[config.mk]
export PLATFORM = sky130hd
export DESIGN_NAME = barrel_unshifter_seq
export DESIGN_NICKNAME = d
export VERILOG_FILES = /design/src/rtl/barrel_unshifter_seq.sv
export SDC_FILE = /design/constraint.sdc
export NUM_CORES = 1
export LEC_CHECK = 0
export CORE_UTILIZATION = 34
export CTS_CLUSTER_DIAMETER = 200
export DETAILED_ROUTE_END_ITERATION = 10
export PLACE_DENSITY = 0.77
export SKIP_LAST_GASP = 1
export SLEW_MARGIN = 0
export SYNTH_ARGS = -nofsm -noshare
export SYNTH_HDL_FRONTEND = slang
export SYNTH_SLANG_ARGS = --single-unit
[constraint.sdc]
create_clock -name clk -period 1.6 [get_ports clk]
set_input_delay 0.32 -clock clk [delete_from_list [all_inputs] [get_ports clk]]
set_output_delay 0.32 -clock clk [all_outputs]
set_load 0.01 [all_outputs]
[src/rtl/barrel_unshifter_seq.sv]
// Sequential 4-bit right rotator/shifter tile: undoes the left barrel shifter one bit per clock.
// Start is a rising edge of ui_in[7]; status appears on uo_out[6:4].
module barrel_unshifter_seq (
    input  logic       clk,
    input  logic       rst_n,
    input  logic       ena,
    input  logic [7:0] ui_in,
    output logic [7:0] uo_out,
    input  logic [7:0] uio_in,
    output logic [7:0] uio_out,
    output logic [7:0] uio_oe
);

    typedef enum logic {StIdle, StRun} state_e;

    state_e     state_q, state_d;
    logic [3:0] data_q, data_d;
    logic [1:0] cnt_q, cnt_d;
    logic       mode_q, mode_d;
    logic       start_q;
    logic       done_q, done_d;
    logic       valid_q, valid_d;
    logic       start_ev;
    logic       busy;

    // ena and the bidirectional inputs carry no function on this tile.
    logic unused_ok;
    assign unused_ok = &{1'b0, ena, uio_in};

    assign start_ev = ui_in[7] & ~start_q;
    assign busy     = (state_q == StRun);

    always_comb begin
        state_d = state_q;
        data_d  = data_q;
        cnt_d   = cnt_q;
        mode_d  = mode_q;
        done_d  = 1'b0;
        valid_d = valid_q;
        unique case (state_q)
            StIdle: begin
                if (start_ev) begin
                    data_d  = ui_in[3:0];
                    cnt_d   = ui_in[5:4];
                    mode_d  = ui_in[6];
                    valid_d = 1'b0;
                    state_d = StRun;
                end
            end
            StRun: begin
                if (cnt_q != 2'd0) begin
                    // mode 1 zero-fills the top bit, mode 0 wraps bit 0 around.
                    data_d = {(mode_q ? 1'b0 : data_q[0]), data_q[3:1]};
                    cnt_d  = cnt_q - 2'd1;
                end else begin
                    done_d  = 1'b1;
                    valid_d = 1'b1;
                    state_d = StIdle;
                end
            end
        endcase
    end

    always_ff @(posedge clk or negedge rst_n) begin
        if (!rst_n) begin
            state_q <= StIdle;
            data_q  <= 4'd0;
            cnt_q   <= 2'd0;
            mode_q  <= 1'b0;
            start_q <= 1'b0;
            done_q  <= 1'b0;
            valid_q <= 1'b0;
        end else begin
            state_q <= state_d;
            data_q  <= data_d;
            cnt_q   <= cnt_d;
            mode_q  <= mode_d;
            start_q <= ui_in[7];
            done_q  <= done_d;
            valid_q <= valid_d;
        end
    end

    assign uo_out  = {1'b0, valid_q, done_q, busy, data_q};
    assign uio_out = 8'h00;
    assign uio_oe  = 8'h00;

endmodule

Yosys cells after proc, flatten, opt, wreduce, memory -nomap -nowiden
Cells that the tools add are included.
- register bits: 11
- input port bits: 19
- output and inout port bits: 24
- word-level logic and storage cells: 33
- $add $sub $neg: 1
- equality and inequality tests: 3
- mux-type cells: 15
- bitwise gates (word level): 3
- reduce and logical (&&, ||, !) cells: 4
- operator list (operator ; number):
    two-way mux 4 bit ; 2
    one-hot mux 4 bit (2 select lines) ; 1
    two-way mux 1 bit ; 7
    AND reduction 2 bit ; 3
    two-way mux 2 bit ; 2
    inequality test 2 bit, second input constant ; 2
    one-hot mux 1 bit (2 select lines) ; 2
    one-hot mux 2 bit (2 select lines) ; 1
    inequality test 2 x 1 -> 1 bit, second input constant ; 1
    NOT 1 bit ; 2
    nonzero test 2 bit ; 1
    subtractor 2 x 1 -> 2 bit, second input constant ; 1
    AND 1 bit ; 1

Depth between registers and ports, before layout
- depth after elaboration: 4
- mapped depth: 6
- depth with buffers taken out: 6

Worst setup path after synthesis
OpenSTA, ideal clock, no wires.
- kind: register to register
- from: register cnt_q[0]
- to: register data_q[3]
- library setup time: 123 ps
- data arrival time: 1257 ps
- data required time: 1477 ps
- path slack: 220 ps
- cell stages (with the launch flop): 7
- buffers on the path: 0
- clock period less this slack: 1380 ps
- cell sequence: dfrtp_1 > inv_1 > ha_1 > and2b_1 > nor2_1 > inv_1 > o221a_1
- cells in the longest elaborated chain, start to end: 3
- RTL lines (what ; RTL line ; RTL):
    start: declaration ; 18 ; logic [1:0] cnt_q, cnt_d;
    start signal: assignment ; 76 ; cnt_q <= cnt_d;
    nonzero test 2 bit ; 51 ; if (cnt_q != 2'd0) begin
    inequality test 2 x 1 -> 1 bit (no line) ; - ;
    AND reduction 2 bit (no line) ; - ;
    end signal: assignment ; 75 ; data_q <= data_d;
    end: declaration ; 17 ; logic [3:0] data_q, data_d;
Every way passes these cells.
A chain may end at the register's enable or synchronous reset.

Worst setup path after layout
- from: register state_q (netlist: busy)
- to: output port uo_out[4]
- RTL lines (what ; RTL line ; RTL):
    start: declaration ; 16 ; state_e state_q, state_d;
    start signal: assignment ; 66 ; state_q <= StIdle;
    start signal: assignment ; 74 ; state_q <= state_d;
    end: declaration ; 8 ; output logic [7:0] uo_out,
No word-level cell between the ends.

==> flow_summary.yaml <==
status:
  status: "completed"
die:
  placementRows: 15
  dieArea_um2: 2030
  initial_utilization_pct: 36.6
  io_pins: 43
  coreArea_um2: 1730
  fp.dieW_um: 45.1
  die_h_um: 45.1
yosys:
  ys_seq_area_share_pct: 43.6
  syn_area_per_cell_um2: 9.57
  synth_mux_area_share_pct: 0
  synth_top_family_by_area: "buffers and inverters"
  synth_seq_cells: 11
  synth_compound_area_share_pct: 11.3
  synth_cell_type_count: 20
  syn-cell-area_um2: 632
  syn_inst: 66
  yosysWarnings: 0
  synth_fa_ha_area_share_pct: 3.96
  synth_xor_area_share_pct: 0
  synth-simple-area-share_pct: 13.1
pwr:
  internal_power_uw: 832
  ir_drop_uv: 723
  power.clock.fraction_pct: 14.2
  p_leak_nw: 0.373
  sw_frac_of_total_pct: 35.3
  power.density_nw_per_um2: 1650
  p_switching_uw: 453
  comb_power_share_pct: 48.0
  pwr-share-seq_pct: 37.8
timing:
  layout_setup_ws_ps: 65.5
  finalCriticalPeriod_ps: 1530
  rsz0062_at_grt: "no"
  finalSetupViolCount: 0
  hold_viol_final: 0
  fmax_ghz: 0.652
  fin_skew_ps: 2.64
  maxSlewViolCount: 0
  finalCritPeriodShare_pct: 95.9
  setup_tns_ps: 0
place:
  dp_cells: 105
  post-place-ws_ps: -87.8
  portBuffers: 16
  dp_hpwl_um: 807
  globalplace.congestion: 0.751
  dpl_cell_area_um2: 751
final_layout:
  drive_gt1_share_pct: 9.52
  nets: 106
  stdcell_count: 109
  antenna_cells: 0
  final_util_pct: 45.1
  nFillCells: 185
  multi_input_area_um2: 243
  seq_area_um2: 277
  stdcell_area_um2: 778
  syn2layout_area_growth_pct: 23.2
grt:
  grt_pass1_vias: 451
  grtUsageMet1_pct: 13.4
  grt_max_degree: 12
  overflow: 0
  grt_usage_pct: 12.8
  grt_pass1_wl_um: 1770
  gr-usage-met2_pct: 20.9
  antenna_found_initial: 0
  use_met3_pct: 4.00
  gr-max-usage-layer: "met2"
clock_tree:
  htree_levels: 1
  hold_buffers: 0
  cts_resized: 0
  numClockSinks: 11
  clockBufferDepth: 2
  cts_setup_buffers: 0
  cts_root_buffer: "clkbuf_4"
  cts_buffers: 3
  clock_latency_ps: 260
  clk_pin_slew_ps: 70
  tritoncts: "built"
worst_setup_path:
  cp-end-kind: "primary output"
  worst_path_max_delay_cell: "clkdlybuf4s50_1"
  worst_ep_required_time_ps: 1280
  critical_path.max_fanout: 7
  slowest_delay_ps: 550
  critPathArrivalTime_ps: 1210
  r2r_slack_ps: 120
  cpLargestDelayFamily: "buffers and inverters"
  crit_type: "reg -> out"
  reg2reg_depth: 6
  start_kind: "flip-flop"
  crit_chain: "clkdlybuf4s50_1"
  r2r_start: "cnt_q[0]"
  cp_num_buf_inv: 1
  worst_r2r_endpoint: "data_q[3]"
detailed_routing:
  ant_nets: 0
  vias: 444
  wirelength_um: 1050
  wl_per_cell_um: 9.64
  drc: 0
  drt_iter0_drc: 0
  vias_per_cell: 4.07
  drt_pre_antenna_iters: 1
worst_hold_path:
  hold_class: "in -> async"
run:
  maxCapViolations: 0
routing by layer:
metal | vias up | routed length [um]
met5 | - | 0
met4 | 0 | 29
met3 | 4 | 91
met2 | 24 | 471
met1 | 200 | 459
li1 | 216 | -
worst reg2reg max path, cell delays in order, from the launching register on:
cell,delay [ps]
dfrtp_1,370
inv_1,110
ha_1,190
and2b_1,200
nor2_1,180
inv_1,100
o221a_1,230
layout make-up:
type,instances,area share (%)
repair buffers,19,23.5
clock buffers,4,3.38
multi-input cells,45,31.2
inverters,5,2.41
well taps,25,4.02
flip-flops and latches,11,35.5
layout by cell type, fill, tap and decap left out:
| master | synthesis | layout |
|---|---|---|
| inv_1 | 5 | 5 |
| or3b_1 | 1 | 1 |
| and2_1 | 1 | 1 |
| nor3b_2 | 1 | 1 |
| a221oi_1 | 1 | 1 |
| or2b_1 | 1 | 1 |
| buf_4 | 20 | 3 |
| conb_1 | 1 | 17 |
| and2b_1 | 1 | 1 |
| nand2_1 | 4 | 4 |
| nor2_1 | 4 | 4 |
| clkbuf_4 | 0 | 3 |
| a21oi_1 | 1 | 1 |
| o21ai_0 | 4 | 4 |
| a22oi_1 | 1 | 1 |
| clkdlybuf4s50_1 | 0 | 16 |
| o22ai_1 | 3 | 3 |
| o221a_1 | 1 | 1 |
| dfrtp_2 | 0 | 1 |
| clkbuf_1 | 0 | 1 |
| nor3_1 | 2 | 2 |
| dfrtp_1 | 11 | 10 |
| ha_1 | 2 | 2 |
cells by family after synthesis:
group           count (synthesis)
flops                          11
fa+ha+maj                       2
buf+inv                        26
other cells                     1
simple gates                   15
compound gates                 11
power by group through the flow:
stage	logic, mW	clock network [mW]	registers, mW
after floorplan	0.392	0	0.497
final	0.616	0.182	0.486
after CTS	0.625	0.195	0.485
after global routing	0.685	0.203	0.501
after global placement	0.598	0	0.485
after detailed placement	0.622	0	0.490
sequential cells by signal, summed over array words and instances, names as in the netlist:
register,cells
busy,1
done_q,1
start_q,1
valid_q,1
cnt_q,2
mode_q,1
data_q,4
synthesized netlist by cell type:
library cell | instances | area share (%)
or2b_1 | 1 | 1.2
conb_1 | 1 | 0.59
ha_1 | 2 | 4.0
buf_4 | 20 | 24
and2_1 | 1 | 0.99
dfrtp_1 | 11 | 44
o221a_1 | 1 | 1.8
nor2_1 | 4 | 2.4
and2b_1 | 1 | 1.2
or3b_1 | 1 | 1.4
buf_2 | 1 | 0.79
nand2_1 | 4 | 2.4
inv_1 | 5 | 3.0
nor3_1 | 2 | 1.6
a21oi_1 | 1 | 0.79
a221oi_1 | 1 | 1.4
nor3b_2 | 1 | 2.0
o21ai_0 | 4 | 3.2
a22oi_1 | 1 | 1.2
o22ai_1 | 3 | 3.0
metrics by stage:
step,hold slack [ps],power (mW)
floorplan,24.4,0.889
global placement,454,1.08
detailed placement,465,1.11
CTS,394,1.31
global route,426,1.39
finish,388,1.28
how the worst max path moves through the flow:
stage	start	endpoint	cells past startpoint
CTS	busy	uo_out[4]	1
detailed placement	ui_in[7]	data_q[3]	3
finish	busy	uo_out[4]	1
global route	cnt_q[0]	data_q[3]	6
floorplan	cnt_q[0]	data_q[3]	6
global placement	ui_in[7]	data_q[3]	3
No activity file was read; power rests on OpenSTA's default activity.
